$ cat config.mk
export PLATFORM = sky130hd
export DESIGN_NAME = sopc_intc
export DESIGN_NICKNAME = d
export VERILOG_FILES = /design/src/rtl/sopc_intc.sv
export SDC_FILE = /design/constraint.sdc
export NUM_CORES = 1
export LEC_CHECK = 0
export CAP_MARGIN = 20
export CORE_MARGIN = 3
export CORE_UTILIZATION = 38
export CTS_CLUSTER_SIZE = 30
export DETAILED_ROUTE_END_ITERATION = 10
export PLACE_DENSITY = 0.92
export SYNTH_ARGS = -nofsm -noshare
export SYNTH_HDL_FRONTEND = slang
export SYNTH_SLANG_ARGS = --single-unit
$ cat constraint.sdc
create_clock -name clk -period 2.4 [get_ports clk]
set_input_delay 0.24 -clock clk [delete_from_list [all_inputs] [get_ports clk]]
set_output_delay 0.24 -clock clk [all_outputs]
set_load 0.02 [all_outputs]
$ cat src/rtl/sopc_intc.sv
// Memory-mapped interrupt controller: per-source edge/level capture, mask,
// registered masked-pending vector and a lowest-index ID register.
module sopc_intc #(
    parameter int          NUM_SRC   = 6,
    parameter logic [31:0] BASE_ADDR = 32'h2000_0000
) (
    input  logic               clk,
    input  logic               rst,
    input  logic [NUM_SRC-1:0] src_i,
    input  logic               ce_i,
    input  logic               we_i,
    input  logic [31:0]        addr_i,
    input  logic [3:0]         sel_i,
    input  logic [31:0]        data_i,
    output logic [31:0]        data_o,
    output logic [NUM_SRC-1:0] int_o,
    output logic               irq_o
);

    // Registers are kept 32 bits wide; bits above NUM_SRC are forced to zero.
    localparam logic [31:0] IMPL_MASK = (NUM_SRC >= 32) ? 32'hFFFF_FFFF
                                                        : ((32'h1 << NUM_SRC) - 32'h1);

    localparam logic [1:0] OFS_PEND = 2'd0;
    localparam logic [1:0] OFS_MASK = 2'd1;
    localparam logic [1:0] OFS_MODE = 2'd2;
    localparam logic [1:0] OFS_ID   = 2'd3;

    function automatic logic [5:0] lowest_id(input logic [31:0] v);
        logic [5:0] id;
        id = 6'd0;
        for (int i = 31; i >= 0; i--) begin
            id = v[i] ? 6'(i + 1) : id;
        end
        return id;
    endfunction

    logic               sel_s;
    logic               wr_s;
    logic [1:0]         ofs_s;
    logic [31:0]        wmask_s;
    logic [31:0]        src_ext_s;
    logic [31:0]        edge_s;
    logic [31:0]        w1c_s;
    logic [31:0]        pm_s;
    logic               unused_addr_s;

    logic [31:0]        pending_q, pending_d;
    logic [31:0]        mask_q,    mask_d;
    logic [31:0]        mode_q,    mode_d;
    logic [31:0]        src_q,     src_d;
    logic [NUM_SRC-1:0] int_q,     int_d;
    logic               irq_q,     irq_d;

    assign sel_s         = ce_i && (addr_i[31:4] == BASE_ADDR[31:4]);
    assign wr_s          = sel_s && we_i;
    assign ofs_s         = addr_i[3:2];
    assign unused_addr_s = ^addr_i[1:0];

    // Byte-enable expansion and zero-extension of the raw sources.
    always_comb begin
        for (int b = 0; b < 4; b++) begin
            wmask_s[8*b +: 8] = {8{sel_i[b]}};
        end
        src_ext_s                = 32'h0;
        src_ext_s[NUM_SRC-1:0]   = src_i;
    end

    // Bus write decode for MASK, MODE and the PENDING clear vector.
    always_comb begin
        mask_d = mask_q;
        mode_d = mode_q;
        w1c_s  = 32'h0;
        if (wr_s) begin
            case (ofs_s)
                OFS_PEND: w1c_s  = data_i & wmask_s & IMPL_MASK;
                OFS_MASK: mask_d = ((mask_q & ~wmask_s) | (data_i & wmask_s)) & IMPL_MASK;
                OFS_MODE: mode_d = ((mode_q & ~wmask_s) | (data_i & wmask_s)) & IMPL_MASK;
                OFS_ID:   w1c_s  = 32'h0;
                default:  w1c_s  = 32'h0;
            endcase
        end else begin
            w1c_s = 32'h0;
        end
    end

    // Pending update: the mode written at this edge already governs capture,
    // and a same-edge event beats a clear.
    always_comb begin
        edge_s    = src_ext_s & ~src_q;
        pending_d = ((mode_d & (edge_s | (pending_q & ~w1c_s))) |
                     (~mode_d & src_ext_s)) & IMPL_MASK;
        src_d     = src_ext_s;
        pm_s      = pending_q & mask_q;
        int_d     = pm_s[NUM_SRC-1:0];
        irq_d     = |pm_s;
    end

    // State registers with synchronous active-low reset.
    always_ff @(posedge clk) begin
        if (!rst) begin
            pending_q <= 32'h0;
            mask_q    <= 32'h0;
            mode_q    <= 32'h0;
            src_q     <= 32'h0;
            int_q     <= '0;
            irq_q     <= 1'b0;
        end else begin
            pending_q <= pending_d;
            mask_q    <= mask_d;
            mode_q    <= mode_d;
            src_q     <= src_d;
            int_q     <= int_d;
            irq_q     <= irq_d;
        end
    end

    // Combinational register read; zero when unselected or writing.
    always_comb begin
        data_o = 32'h0;
        if (sel_s && !we_i) begin
            case (ofs_s)
                OFS_PEND: data_o = pending_q;
                OFS_MASK: data_o = mask_q;
                OFS_MODE: data_o = mode_q;
                OFS_ID:   data_o = {26'h0, lowest_id(pm_s)};
                default:  data_o = 32'h0;
            endcase
        end else begin
            data_o = 32'h0;
        end
    end

    assign int_o = int_q;
    assign irq_o = irq_q;

endmodule

==> results of run 1 <==
layout make-up:
class / instances / area [µm²]
fill: 434 / 2170
multi-input combinational: 167 / 1200
timing repair buffer: 71 / 679
sequential: 31 / 621
tap: 67 / 83.8
clock buffer: 6 / 72.6
clock inverter: 2 / 12.5
inverter: 1 / 3.75
routing by layer:
| layer | up-vias | global-route usage |
|---|---|---|
| met3 | 6 | 0.0615 |
| met2 | 66 | 0.255 |
| met1 | 735 | 0.173 |
| met4 | 0 | 0.0534 |
| met5 | - | 0 |
| li1 | 809 | - |
repair_timing:
action,CTS,global route
gates resized for setup,18,8
hold buffers,0,0
setup endpoints to repair,6,5
cell usage in the layout (no fill, tap or decap), types with 6 or more instances in the layout:
| cell | synthesis | layout |
|---|---|---|
| conb_1 | 1 | 26 |
| dfxtp_1 | 31 | 31 |
| nand3b_1 | 7 | 7 |
| buf_4 | 26 | 10 |
| mux2_2 | 6 | 6 |
| and2_1 | 6 | 6 |
| and3_1 | 6 | 6 |
| clkdlybuf4s50_1 | 0 | 53 |
| nand2_1 | 21 | 21 |
| a22o_1 | 6 | 6 |
| nand2b_1 | 13 | 13 |
| nor2_1 | 7 | 7 |
| mux2i_1 | 17 | 17 |
| nor2b_1 | 12 | 12 |
| o21a_1 | 7 | 7 |
final timing paths:
check	slack, ns	startpoint	end	depth (start not counted)
setup / recovery	0.11	addr_i[24]	data_o[3]	7
hold / removal	0.51	register	int_o[3]	1
setup reg to reg	1.22	mode_q[4]	pending_q[4]	4
hold reg to reg	0.51	register	int_o[3]	1
stage by stage:
| step | setup TNS (ns) | util |
|---|---|---|
| 2_1_floorplan | 0 | - |
| 3_3_place_gp | -2.23 | 0.533 |
| 3_5_place_dp | -2.40 | 0.533 |
| 4_1_cts | 0 | 0.556 |
| 5_1_grt | 0 | 0.552 |
| 6_report | 0 | 0.552 |
logic make-up (layout without fill, tap and decap cells):
logic type | after synthesis | count (layout) | share of synthesized area
AOI/OAI and AO/OA | 23 | 23 | 0.0890
other | 1 | 26 | 0.00192
and+or+nand+nor | 90 | 90 | 0.281
muxes | 28 | 28 | 0.179
DFF | 31 | 31 | 0.318
buffers and inverters | 36 | 80 | 0.131
power by group through the flow:
stage          sequential, µW  combinational, µW  clock, µW
3_3_place_gp              544                188          0
2_1_floorplan             543                121          0
3_5_place_dp              545                191          0
6_report                  533                195        397
5_1_grt                   535                208        428
4_1_cts                   533                193        412
==> flow_summary.ini, run 1 <==
[placed_design]
portBuffers = 59
place_ws_ns = -0.407
postPlaceCellArea_mm2 = 0.00258
gp_congestion = 0.773
dp.cells = 337
hpwl_um = 3460

[critical_path]
critPathRequiredTime_ns = 2.16
crit_family = simple AND/OR/NAND/NOR gates
crit_slowest_cell = clkdlybuf4s50_1
crit_chain = clkdlybuf4s50_1 -> nor4_4 -> nand4_2 -> or3_4 -> buf_4 -> nor2_1 -> buf_2
worst-path-buf-inv = 3
crit_type = in2out
arrival_ns = 2.05
critPathMaxFanout = 4
start_kind = input port
endpoint_kind = output pin
slowest_delay_ns = 0.44

[die]
ios = 117
fp.coreArea_mm2 = 0.00485
core.rowCount = 25
die_w_um = 77.7
die_h_um = 77.7
dieArea_mm2 = 0.00604
start_util = 0.403

[cts]
cts_setup_buffers = 0
cts_tree = built
clk_path_buf_depth = 2
cts.sinks = 31
clk-insertion-delay-late_ns = 0.29
cts.clk_slew.worst_paths_ns = 0.07
ctsRootBufferMaster = clkbuf_8
cts-htree-levels = 2
numCtsBuffers = 5

[final_layout]
area_growth_pct = 37.0
antenna_cells = 0
drive_gt1_frac = 0.162
layout.cells.non_filler = 345
nNetsFinal = 355
postLayoutCellArea_mm2 = 0.00268

[timing]
finalHoldViolCount = 0
post-route-min-period_ns = 2.29
fmax_ghz = 0.436
hold_ws_ns = 0.514
skew_ns = 0.00925
setup_viol = 0
slew_violations = 0
finalCritPeriodShare = 0.956
layout_setup_ws_ns = 0.105
rsz0062_at_grt = false

[power_and_ir_drop]
ir_drop_mv = 0.225
switching_power_uw = 295
p_int_uw = 831
p_leak_uw = 0.00104
powerDensity_mw_per_mm2 = 421
sequentialPowerShare = 0.474
p_clk_frac = 0.353
p_total_uw = 1130
switching_share = 0.262
combPwrFrac = 0.173

[synthesis]
synth-seq-cells = 31
synth.cell_area_mm2 = 0.00195
ys.flop_type = dfxtp_1
postSynthAreaPerCell_um2 = 9.35
netlist_top_cells_count = dfxtp_1 (31), buf_4 (26), nand2_1 (21), mux2i_1 (17), nand2b_1 (13)
synthMostInstantiatedCell = dfxtp_1
synth_edf_count = 0
synth_top_area_cell = dfxtp_1
synth.top_cell.area_share = 0.318
ys_top_cells_by_area = dfxtp_1 (32%), buf_4 (10%), mux2i_1 (8.7%)
yosys.cell_types.count = 35
synthArstFlopShare = 0
yosys_warnings = 0
syn_inst = 209
synth-seq-area-share = 0.318

[detailed_routing]
highest_layer = met4
avgViaCountPerCell = 4.68
routedLengthMet1_um = 1980
first_pass_iters = 4
vias = 1616
wl_met2_um = 2120
routed_wl_um = 4550
ant_nets = 0
detail_route.wl_per_cell_um = 13.2
wl_met3_um = 392
drt_iter0_drc = 94
drc = 0

[hold_path]
hp-class = reg2reg

[outcome]
status = complete, no violations

[global_routing]
antenna_found_initial = 0
track_usage = 0.152
grt_pass1_wl_um = 7290
grt_max_degree = 32
overflow = 0
grt_pass1_vias = 1559

[run]
cap_violations = 0
No activity file was read; power rests on OpenSTA's default activity.
==> run 2, diff against run 1 <==
Settings changed: CORE_ASPECT_RATIO set to 1.2, SLEW_MARGIN set to 10.
==> flow_summary.ini, run 2 (synthesis gave the netlist of run 1 again) <==
[die]
core.rowCount = 27
die_h_um = 84.5
dieArea_mm2 = 0.00604
start_util = 0.410
die_w_um = 71.4
ios = 117
fp.coreArea_mm2 = 0.00476

[cts]
ctsRootBufferMaster = clkbuf_8
cts-htree-levels = 2
cts.clk_slew.worst_paths_ns = 0.06
cts.sinks = 31
cts_setup_buffers = 0
cts_resized = 21
clk_path_buf_depth = 2
numCtsBuffers = 5
cts_tree = built
ctsHoldBuffers = 0
clk-insertion-delay-late_ns = 0.28

[final_layout]
layout_commonest_cell = clkdlybuf4s50_1
seq_area_um2 = 621
final_cell_mix = clkdlybuf4s50_1 (53), dfxtp_1 (31), conb_1 (26), nand2_1 (21), mux2i_1 (17)
postLayoutCellArea_mm2 = 0.00271
nNetsFinal = 359
multi_input_area_mm2 = 0.00120
drive_gt1_frac = 0.181
antenna_cells = 0
area_growth_pct = 38.5
layout.cells.non_filler = 340
fill_cells = 414

[timing]
setup_viol = 0
finalHoldViolCount = 0
layout_setup_ws_ns = 0.0576
skew_ns = 0.00382
finalCritPeriodShare = 0.976
slew_violations = 0
rsz0062_at_grt = false
post-route-min-period_ns = 2.34
fmax_ghz = 0.427

[detailed_routing]
first_pass_iters = 4
drc = 0
drt_iter0_drc = 57
detail_route.wl_per_cell_um = 13.6
routed_wl_um = 4620
vias = 1671
avgViaCountPerCell = 4.91
ant_nets = 0

[global_routing]
grt_max_degree = 32
grt_pass1_wl_um = 7180
track_usage = 0.149
antenna_found_initial = 0
grt_pass1_vias = 1606
overflow = 0

[critical_path]
start_kind = input port
arrival_ns = 2.10
critPathMaxFanout = 4
critPathRequiredTime_ns = 2.16
rrSetupSlack_ns = 1.22
endpoint_kind = output pin
crit_type = in2out
rr_startpoint = mode_q[0]
startpoint = addr_i[18]

[power_and_ir_drop]
p_leak_uw = 0.00107
switching_share = 0.244
combPwrFrac = 0.168
sequentialPowerShare = 0.452
p_int_uw = 892
switching_power_uw = 288
p_clk_frac = 0.380
ir_drop_mv = 0.283
powerDensity_mw_per_mm2 = 436

[outcome]
status = complete, no violations

[placed_design]
portBuffers = 59
dp.cells = 332
hpwl_um = 3620
gp_congestion = 0.789
place_ws_ns = -0.442
postPlaceCellArea_mm2 = 0.00259

[hold_path]
hp-class = reg2reg

[run]
cap_violations = 0
==> run 2: routing by layer <==
metal  track usage  share of wire
met1         0.161           0.39
met2         0.262           0.50
met3        0.0491          0.093
met4        0.0598          0.018
met5             0              0
==> run 2: cell type report <==
| cell class | instances | area share |
|---|---|---|
| clock buffer | 8 | 0.0370 |
| inverter | 1 | 0.00139 |
| multi-input combinational | 167 | 0.445 |
| sequential | 31 | 0.229 |
| tap | 58 | 0.0268 |
| timing repair buffer | 75 | 0.260 |
==> run 2: final timing paths <==
kind             endpoint  depth (start not counted)
max             data_o[5]                          7
min              int_o[2]                          1
max reg2reg  pending_q[0]                          4
min reg2reg      int_o[2]                          1
==> run 2: worst max-delay path: stages <==
cell,delay [ns]
clkdlybuf4s50_1,0.46
nor4_4,0.29
nand4_2,0.13
or3_4,0.44
buf_4,0.16
nor2_1,0.11
clkdlybuf4s15_2,0.27
==> run 2: power by group through the flow <==
stage                     sequential [µW]  clock, µW  combinational [µW]
after floorplan                       543          0                 121
after global placement                544          0                 190
after detailed placement              545          0                 193
after CTS                             533        459                 197
after global routing                  534        480                 211
final                                 533        449                 198
==> run 2: metrics by stage <==
stage          utilization  hold slack [ns]  TNS (ns)  total power (µW)
3_3_place_gp         0.544            0.502     -2.15               734
3_5_place_dp         0.544            0.507     -2.79               737
6_report             0.568            0.517         0              1180
5_1_grt              0.568            0.528         0              1220
4_1_cts              0.573            0.516  -0.00545              1190
2_1_floorplan            -            0.385         0               663
==> run 3, diff against run 2 <==
Clock period 2.4 ns to 2.25 ns, I/O delays scaled along.
==> flow_summary.ini, run 3 (synthesis gave the netlist of run 1 again) <==
[cts]
cts_tree = built
cts.clk_slew.worst_paths_ns = 0.06
numCtsBuffers = 5
cts-htree-levels = 2
clk_path_buf_depth = 2
ctsRootBufferMaster = clkbuf_8
cts.sinks = 31
clk-insertion-delay-late_ns = 0.28

[global_routing]
overflow = 0
grt_pass1_vias = 1615
antenna_found_initial = 0
grt_max_degree = 32
grt_pass1_wl_um = 7180
track_usage = 0.149

[critical_path]
start_kind = input port
arrival_ns = 1.95
critPathMaxFanout = 4
endpoint_kind = output pin
critPathRequiredTime_ns = 2.03
crit_type = in2out

[die]
die_w_um = 71.4
ios = 117
dieArea_mm2 = 0.00604
start_util = 0.410
fp.coreArea_mm2 = 0.00476
core.rowCount = 27
die_h_um = 84.5

[timing]
skew_ns = 0.00224
finalCritPeriodShare = 0.965
slew_violations = 0
fmax_ghz = 0.460
rsz0062_at_grt = false
finalHoldViolCount = 0
setup_viol = 0
post-route-min-period_ns = 2.17

[detailed_routing]
first_pass_iters = 4
drt_iter0_drc = 70
detail_route.wl_per_cell_um = 14.0
vias = 1669
routed_wl_um = 4760
drc = 0
ant_nets = 0
avgViaCountPerCell = 4.89

[final_layout]
nNetsFinal = 362
final_cell_mix = clkdlybuf4s50_1 (44), dfxtp_1 (31), conb_1 (26), nand2_1 (21), buf_4 (20)
area_growth_pct = 40.7
layout_commonest_cell = clkdlybuf4s50_1
drive_gt1_frac = 0.191
antenna_cells = 0
utilization = 0.577
layout.cells.non_filler = 341
postLayoutCellArea_mm2 = 0.00275

[run]
cap_violations = 0

[placed_design]
dp.cells = 334
portBuffers = 59
hpwl_um = 3660
postPlaceCellArea_mm2 = 0.00261
gp_congestion = 0.833

[power_and_ir_drop]
p_leak_uw = 0.00115
powerDensity_mw_per_mm2 = 428
ir_drop_mv = 0.230

[outcome]
status = complete, no violations

[hold_path]
hp-class = reg2reg
[run 3: cell types whose count changed in the layout (fill, tap and decap cells not counted), sizes merged]
cell | before | now
buf | 18 | 24
clkbuf | 10 | 7
clkdlybuf4s15 | 1 | 0
clkdlybuf4s50 | 53 | 44
dlygate4sd2 | 1 | 0
dlymetal6s2s | 0 | 9
[run 3: timing repair]
| action | CTS | global route |
|---|---|---|
| hold buffers | 0 | 0 |
| resized for setup | 27 | 19 |
| setup buffers | 0 | 1 |
| endpoints found under the setup margin | 6 | 12 |
| pin swaps | 0 | 10 |
| hold endpoints to repair | 0 | 0 |
[run 3: power by group]
group          internal (µW)  switching, µW
logic                    114            105
clock network            205            184
registers                561           8.91
total                    880            298
[run 3: worst paths after layout]
kind                  end  slack, ns       start  cells after the start
min reg2reg      int_o[2]       0.51    register                      1
min              int_o[2]       0.51    register                      1
max             data_o[1]       0.08  addr_i[20]                      6
max reg2reg  pending_q[5]       1.06   mode_q[5]                      4
[run 3: final cells by class]
type / instances / area (µm²)
inverters: 1 / 3.75
fillers: 407 / 2010
flip-flops and latches: 31 / 621
multi-input cells: 167 / 1240
well taps: 58 / 72.6
clock buffers: 6 / 72.6
repair buffers: 78 / 743
[run 3: routing by layer]
metal | GRT usage | up-vias | part of all wire
met3 | 0.0527 | 6 | 0.10
met5 | 0 | - | 0
met2 | 0.276 | 75 | 0.51
met1 | 0.156 | 762 | 0.37
met4 | 0.0427 | 0 | 0.010
li1 | - | 826 | -
[run 3: metrics by stage]
stage          hold WS [ns]  total power [µW]  setup TNS (ns)  setup slack [ns]
3_5_place_dp          0.508               790           -3.91            -0.521
2_1_floorplan         0.370               707               0             0.259
5_1_grt               0.529              1220               0           0.00481
3_3_place_gp          0.501               786           -3.62            -0.492
6_report              0.514              1180               0            0.0780
4_1_cts               0.516              1180               0            0.0294
[run 3: critical path: stages]
cell	delay (ns)
clkdlybuf4s50_1	0.41
nor4b_2	0.29
nand4_2	0.14
or3_4	0.38
a311oi_2	0.30
buf_4	0.19
